File: src/rtl/frame_scheduler.sv
// Frame-slot scheduler: starts one LED transmission per frame slot and counts missed slots.
// Optional BUSY watchdog enabled by defining FRAME_SCHEDULER_TIMEOUT_EN.
module frame_scheduler #(
  parameter int FRAME_PERIOD = 1666666,
  parameter int TIMEOUT      = 10000000
) (
  input  logic       clk_i,
  input  logic       rst_i,
  input  logic       enable_i,
  input  logic       frame_rdy_i,
  output logic       frame_ack_o,
  output logic       tx_start_o,
  input  logic       tx_done_i,
  output logic       frame_pulse_o,
  output logic [7:0] drop_cnt_o,
  output logic       busy_o
);

  localparam logic [1:0] S_IDLE  = 2'd0;
  localparam logic [1:0] S_START = 2'd1;
  localparam logic [1:0] S_BUSY  = 2'd2;

  localparam logic [26:0] LP_SLOT_LAST = 27'(FRAME_PERIOD - 1);

  if (FRAME_PERIOD < 2 || FRAME_PERIOD > 134217727 || TIMEOUT < 1 || TIMEOUT > 134217727)
  begin : g_bad_params
    $error("frame_scheduler: FRAME_PERIOD or TIMEOUT out of range");
  end

  logic [1:0]  r_state;
  logic [1:0]  w_state_next;
  logic [26:0] r_slot_timer;
  logic        w_slot_tick;
  logic        r_frame_pulse;
  logic [7:0]  r_drop_cnt;
  logic        w_drop_slot;
  logic [1:0]  w_drop_inc;
  logic [8:0]  w_drop_sum;
  logic        w_timeout;

  assign w_slot_tick = (r_slot_timer == LP_SLOT_LAST);

  always_ff @(posedge clk_i or posedge rst_i) begin
    if (rst_i) begin
      r_slot_timer <= '0;
    end else if (w_slot_tick) begin
      r_slot_timer <= '0;
    end else begin
      r_slot_timer <= r_slot_timer + 27'd1;
    end
  end

`ifdef FRAME_SCHEDULER_TIMEOUT_EN
  localparam logic [26:0] LP_TIMEOUT_LAST = 27'(TIMEOUT - 1);

  logic [26:0] r_timeout_cnt;

  // Counts cycles since the start pulse, so the abort lands TIMEOUT cycles after tx_start_o.
  always_ff @(posedge clk_i or posedge rst_i) begin
    if (rst_i) begin
      r_timeout_cnt <= '0;
    end else if (r_state == S_IDLE) begin
      r_timeout_cnt <= '0;
    end else begin
      r_timeout_cnt <= r_timeout_cnt + 27'd1;
    end
  end

  assign w_timeout = (r_state == S_BUSY) && !tx_done_i && (r_timeout_cnt >= LP_TIMEOUT_LAST);
`else
  assign w_timeout = 1'b0;
`endif

  always_comb begin
    w_state_next = r_state;
    case (r_state)
      S_IDLE:  if (w_slot_tick && enable_i && frame_rdy_i) w_state_next = S_START;
      S_START: w_state_next = S_BUSY;
      S_BUSY:  if (tx_done_i || w_timeout) w_state_next = S_IDLE;
      default: w_state_next = S_IDLE;
    endcase
  end

  always_ff @(posedge clk_i or posedge rst_i) begin
    if (rst_i) begin
      r_state <= S_IDLE;
    end else begin
      r_state <= w_state_next;
    end
  end

  // A missed slot and a watchdog abort can land in the same cycle, so up to two drops per cycle.
  assign w_drop_slot = w_slot_tick && (r_state != S_IDLE) && frame_rdy_i && enable_i;
  assign w_drop_inc  = {1'b0, w_drop_slot} + {1'b0, w_timeout};
  assign w_drop_sum  = {1'b0, r_drop_cnt} + {7'd0, w_drop_inc};

  always_ff @(posedge clk_i or posedge rst_i) begin
    if (rst_i) begin
      r_drop_cnt    <= '0;
      r_frame_pulse <= 1'b0;
    end else begin
      r_drop_cnt    <= w_drop_sum[8] ? 8'hFF : w_drop_sum[7:0];
      r_frame_pulse <= (r_state == S_BUSY) && tx_done_i;
    end
  end

  assign tx_start_o    = (r_state == S_START);
  assign frame_ack_o   = (r_state == S_START);
  assign busy_o        = (r_state == S_BUSY);
  assign frame_pulse_o = r_frame_pulse;
  assign drop_cnt_o    = r_drop_cnt;

endmodule

File: config.mk
export PLATFORM = sky130hd
export DESIGN_NAME = frame_scheduler
export DESIGN_NICKNAME = d
export VERILOG_FILES = /design/src/rtl/frame_scheduler.sv
export SDC_FILE = /design/constraint.sdc
export NUM_CORES = 1
export LEC_CHECK = 0
export BUFFER_PORTS_ARGS = -buffer_cell sky130_fd_sc_hd__buf_2
export CAP_MARGIN = 5
export CORE_MARGIN = 2
export CORE_UTILIZATION = 55
export CTS_CLUSTER_DIAMETER = 150
export DETAILED_ROUTE_END_ITERATION = 8
export GPL_ROUTABILITY_DRIVEN = 0
export PLACE_DENSITY = 0.75
export SETUP_SLACK_MARGIN = 0.02
export SYNTH_ARGS = -nofsm -noshare
export SYNTH_HDL_FRONTEND = slang
export SYNTH_SLANG_ARGS = --single-unit
File: constraint.sdc
create_clock -name clk_i -period 2.5 [get_ports clk_i]
set_input_delay 0.625 -clock clk_i [delete_from_list [all_inputs] [get_ports clk_i]]
set_output_delay 0.625 -clock clk_i [all_outputs]
set_load 0.005 [all_outputs]
==> results.toml, run 1 <==
[outcome]
status = "complete, no violations"

[global_route]
grt_max_degree = 39
grt_usage_pct = 21.9
grt_pass1_wl_um = 6580
grt_pass1_vias = 1370
gr-total-overflow = 0
antenna_found_initial = 0

[yosys]
yosysSeqAreaShare_pct = 51.1
yosysWarnings = 0
synth_top_area_cell = "dfrtp_1"
yosysUniqueCellTypes = 34
synth.ff_latch_count = 38
ys_top_cells_by_area = "dfrtp_1 51%, xnor2_1 9.4%, nand3_1 3.8%"
synth_edf_count = 0
synthCells = 182
synth.cell_area_um2 = 1860
syn_area_per_cell_um2 = 10.2
async_flop_share_pct = 100
syn_nets = 191
ys.flop_type = "dfrtp_1"
synth.top_cell.area_share_pct = 51.1

[final_layout]
area_growth_pct = 16.0
diodes = 0
layout.nets = 220
mostFrequentLayoutCells = "34 x dfrtp_1, 20 x xnor2_1, 17 x nor2_1"
final_common_cell = "dfrtp_1"
fin_util_pct = 65.7
drive_gt1_share_pct = 22.2
final_cells = 258

[setup_path]
worstSetupPathType = "flip-flop to flip-flop"
required_ns = 2.73
end_kind = "flip-flop"
reg2reg_depth = 9
crit_arrival_ns = 2.59
cp_max_fo = 5
r2r-end = "drop_cnt_o[6]"
regToRegSetupSlack_ns = 0.15
start_kind = "flip-flop"
r2r_start = "r_slot_timer[22]"

[route]
dr.pass1.iters = 6
drt-initial-drc-count = 98
drc = 0
vias = 1475
post_drt_wl_per_cell_um = 15.6
via_per_inst = 5.72
totalWireLength_um = 4010
antenna_left = 0

[timing]
maxSlewHeadroom_pct = 68.7
period_needed_ns = 2.35
fmax_ghz = 0.425
rsz0062_at_grt = "no"
holdWs_ns = 0.365
fin_setup_tns_ns = 0
slew_violations = 0
skew_ns = 0.0103
finalCritPeriodShare_pct = 94.1
worst_pin_slew_ns = 0.469
finalHoldViolations = 0
finalSetupViolCount = 0
fin_ws_ns = 0.147

[cts]
cts_tree = "built"
clk_latency_ns = 0.35
ctsHoldBuffers = 0
path_clk_slew_ns = 0.11
ctsHtreeMaxLevel = 2
clock-sinks = 38
max-clock-path-buffers = 2
root_buffer = "clkbuf_4"
cts_made_buffers = 5

[power]
vdd_drop_max_uv = 332
p_per_area_nw_per_um2 = 448
internal_power_mw = 0.756
switching_share_pct = 21.9
p_seq_share_pct = 63.6
comb_power_share_pct = 2.0
leakage_nw = 1.01
power.switching_mw = 0.212
p_clk_share_pct = 34.4

[place]
dp.cells = 243
hpwl_um = 2730
io_buffers = 16
dp_slack_ns = 0.0109

[floorplan]
num_rows = 21
dieArea_um2 = 3860
design.core.area_um2 = 3280
die_x_um = 62.2
fp.dieH_um = 62.2
start_util_pct = 56.6
ios = 17

[min_path]
min_path_type = "input pin to async pin"

[run]
maxCapViolations = 0
## sequential cells by signal, summed over array words and instances (netlist names)
register       flops
drop_cnt_o         8
frame_pulse_o      1
r_slot_timer      27
r_state            2
## final cells by class
| cell class | count | area (um2) |
|---|---|---|
| timing repair buffer | 26 | 155 |
| clock inverter | 1 | 5.00 |
| sequential | 38 | 956 |
| inverter | 7 | 26.3 |
| multi-input combinational | 133 | 903 |
| clock buffer | 7 | 55.1 |
| fill | 253 | 1130 |
| tap | 46 | 57.6 |
## layer usage
layer / GRT usage, % / vias to the layer above / share of wire, %
met5: 0 / - / 0
met4: 7.50 / 0 / 1.9
met3: 5.25 / 12 / 6.6
met2: 34.4 / 66 / 49
met1: 30.2 / 698 / 43
li1: - / 699 / -
## worst max-delay path: stages (launching register included)
cell and delay, ns:
dfrtp_1 0.41, nor4_2 0.31, nand4_1 0.19, nor4_2 0.34
ha_2 0.24, ha_1 0.18, and3_4 0.22, nand3_1 0.11
nor3_1 0.17, a21oi_1 0.06
## power by group through the flow
stage / combinational (mW) / sequential, mW / clock, mW
after CTS: 0.0200 / 0.616 / 0.337
after global routing: 0.0228 / 0.616 / 0.375
after detailed placement: 0.0197 / 0.628 / 0
after global placement: 0.0190 / 0.628 / 0
after floorplan: 0.0105 / 0.628 / 0
final: 0.0190 / 0.616 / 0.333
## per-stage QoR
stage                     instance area (um2)  total power [mW]
after floorplan                          1860             0.638
final                                    2160             0.968
after CTS                                2080             0.973
after detailed placement                 2000             0.647
after global routing                     2160              1.01
after global placement                   2000             0.647
## worst max-delay path by stage
stage / startpoint / end / slack (ns) / depth (start not counted)
after floorplan: r_slot_timer[7] / drop_cnt_o[6] / 0.32 / 10
after global placement: r_slot_timer[17] / drop_cnt_o[6] / 0.19 / 9
after detailed placement: r_slot_timer[17] / drop_cnt_o[6] / 0.01 / 9
after CTS: r_slot_timer[22] / drop_cnt_o[6] / 0.04 / 9
after global routing: r_slot_timer[13] / drop_cnt_o[7] / 0.008 / 8
final: r_slot_timer[22] / drop_cnt_o[6] / 0.15 / 9
## kinds of logic after synthesis
family,Yosys count,share of synthesized area [%]
adders and majority gates,4,2.69
and+or+nand+nor,93,27.8
buffers and inverters,11,2.56
muxes,3,1.61
xor gates and xnor gates,24,11.3
AOI/OAI and AO/OA,9,2.96
DFF,38,51.1
## cells in the mapped netlist, types with 2 or more instances
| library cell | instances |
|---|---|
| nand3_1 | 14 |
| nor2b_1 | 2 |
| xnor2_1 | 20 |
| and3_1 | 9 |
| a21oi_1 | 3 |
| nand4_1 | 7 |
| mux2i_1 | 3 |
| nor2_1 | 17 |
| buf_2 | 2 |
| nand2b_1 | 2 |
| o21ai_0 | 2 |
| nor3_1 | 3 |
| ha_1 | 4 |
| xor2_1 | 4 |
| nor4_1 | 9 |
| dfrtp_1 | 38 |
| inv_1 | 7 |
| nand2_1 | 15 |
| and4_1 | 6 |
## timing repair
action	CTS	global route
resized for setup	2	10
setup endpoints to repair	7	8
pin swaps	1	3
buffers inserted	1	6
No activity file was read; power rests on OpenSTA's default activity.
==> inputs of run 2 (changes only) <==
--- a/config.mk
+++ b/config.mk
@@ -7,7 +7,6 @@
 export LEC_CHECK = 0
 export BUFFER_PORTS_ARGS = -buffer_cell sky130_fd_sc_hd__buf_2
 export CAP_MARGIN = 5
-export CORE_MARGIN = 2
 export CORE_UTILIZATION = 55
 export CTS_CLUSTER_DIAMETER = 150
 export DETAILED_ROUTE_END_ITERATION = 8
==> constraint.sdc (replaced) <==
create_clock -name clk_i -period 2.5 [get_ports clk_i]
set_input_delay 0.25 -clock clk_i [delete_from_list [all_inputs] [get_ports clk_i]]
set_output_delay 0.25 -clock clk_i [all_outputs]
set_load 0.005 [all_outputs]
==> run 2 against run 1 <==
Compared with the run above: setup slack improved by 0.092 ns; largest power group unchanged; first-iteration DRC count up 11%; final cell count down 2.7%.
==> results.toml, run 2 (same netlist as run 1, synthesis figures left out) <==
[outcome]
status = "complete, no violations"

[setup_path]
worstSetupPathType = "flip-flop to flip-flop"
regToRegSetupSlack_ns = 0.24
required_ns = 2.73
start_kind = "flip-flop"
max_stage_delay_ns = 0.43
crit_arrival_ns = 2.49
r2r_start = "r_slot_timer[13]"
critical_path.cell_chain = "and4_1 > nand4_1 > nor4_2 > ha_1 > ha_1 > and3_2 > nand3_1 > nor3_1 > a21oi_1"
r2r-end = "drop_cnt_o[6]"
crit_top_cell = "ha_1"
crit_path_start = "r_slot_timer[13]"
reg2reg_depth = 9
end_kind = "flip-flop"
critical_path.slowest_cell = "dfrtp_2"
cp_max_fo = 6

[floorplan]
die_x_um = 60.2
num_rows = 20
ios = 17
design.core.area_um2 = 3130
dieArea_um2 = 3620
fp.dieH_um = 60.2
start_util_pct = 59.5

[global_route]
grt_pass1_vias = 1439
grt_max_degree = 28
gr-total-overflow = 0
antenna_found_initial = 0
grt_usage_pct = 25.4
grt_pass1_wl_um = 6590

[cts]
max-clock-path-buffers = 2
path_clk_slew_ns = 0.11
cts_tree = "built"
clock-sinks = 38
root_buffer = "clkbuf_4"
ctsHtreeMaxLevel = 2
clk_latency_ns = 0.34
cts_made_buffers = 5

[timing]
finalCritPeriodShare_pct = 90.5
fmax_ghz = 0.442
maxSlewHeadroom_pct = 70.7
worst_pin_slew_ns = 0.439
slew_violations = 0
fin_setup_tns_ns = 0
finalHoldViolations = 0
skew_ns = 0.00563
fin_ws_ns = 0.238
rsz0062_at_grt = "no"
period_needed_ns = 2.26
finalSetupViolCount = 0

[place]
dp_slack_ns = 0.0984
io_buffers = 16
hpwl_um = 2660

[route]
post_drt_wl_per_cell_um = 14.6
totalWireLength_um = 3670
via_per_inst = 5.73
drc = 0
met1Wirelength_um = 1730
wl_met2_um = 1750
top_layer = "met4"
vias = 1439
wl_met3_um = 160
antenna_left = 0
dr.pass1.iters = 4
drt-initial-drc-count = 109

[final_layout]
filler_cell_count = 258
largest-register = "r_slot_timer"
final_common_cell = "dfrtp_1"
diodes = 0
mostFrequentLayoutCells = "36 x dfrtp_1, 20 x xnor2_1, 17 x nor2_1"
area_growth_pct = 12.3
layout.nets = 216
largest_register_ffs = 27
fin_util_pct = 66.8
drive_gt1_share_pct = 17.4

[power]
switching_share_pct = 21.6
leakage_nw = 0.980
p_seq_share_pct = 66.4
report.power.total_mw = 0.927
p_clk_share_pct = 31.5
power.switching_mw = 0.200
p_per_area_nw_per_um2 = 444
internal_power_mw = 0.727
vdd_drop_max_uv = 265
comb_power_share_pct = 2.2

[min_path]
min_path_cells = 2
hold_end = "frame_pulse_o"
min_path_type = "input pin to flip-flop"
hold_start = "tx_done_i"

[run]
maxCapViolations = 0
[run 2: routing by layer]
metal | vias to the layer above | global-route usage [%]
li1 | 691 | -
met1 | 710 | 33.6
met2 | 33 | 40.3
met3 | 5 | 5.84
met4 | 0 | 9.30
met5 | - | 0
[run 2: power groups by stage]
stage / clock, mW / combinational, mW / sequential, mW
2_1_floorplan: 0 / 0.0105 / 0.628
3_3_place_gp: 0 / 0.0187 / 0.628
3_5_place_dp: 0 / 0.0198 / 0.628
4_1_cts: 0.303 / 0.0209 / 0.616
5_1_grt: 0.326 / 0.0243 / 0.616
6_report: 0.292 / 0.0200 / 0.616
[run 2: area by class of cell]
| class | count | area [um2] | area share, % |
|---|---|---|---|
| multi-input combinational | 133 | 882 | 42.2 |
| tap | 44 | 55.1 | 2.63 |
| timing repair buffer | 22 | 128 | 6.11 |
| sequential | 38 | 953 | 45.6 |
| clock buffer | 7 | 45.0 | 2.16 |
| inverter | 7 | 26.3 | 1.26 |
[run 2: repair_timing]
| item | CTS | global route |
|---|---|---|
| buffers inserted | 0 | 2 |
| hold endpoints to repair | 11 | 0 |
| setup endpoints to repair | 0 | 8 |
| hold buffers | 1 | 0 |
| gates resized for setup | 0 | 6 |
[run 2: worst max-delay path by stage]
stage               endpoint  slack [ns]  depth (start not counted)
6_report       drop_cnt_o[6]        0.24                          9
5_1_grt        drop_cnt_o[6]        0.07                          9
4_1_cts        drop_cnt_o[6]        0.07                          9
3_5_place_dp   drop_cnt_o[6]         0.1                          9
3_3_place_gp   drop_cnt_o[6]        0.17                          9
2_1_floorplan  drop_cnt_o[6]        0.32                         10
[run 2: critical path: cells and delay by family, from the launching register on]
family,cells,cell delay [ns]
AND/OR/NAND/NOR,6,1.26
flip-flops,1,0.43
adder cells (fa/ha/maj),2,0.41
AO/OA/AOI/OAI,1,0.06
[run 2: metrics by stage]
stage,cells,hold slack [ns],cell area (um2)
after floorplan,182,0.379,1860
after global placement,241,0.262,2000
after detailed placement,241,0.272,2000
after CTS,249,0.118,2050
after global routing,251,0.121,2090
final,251,0.128,2090
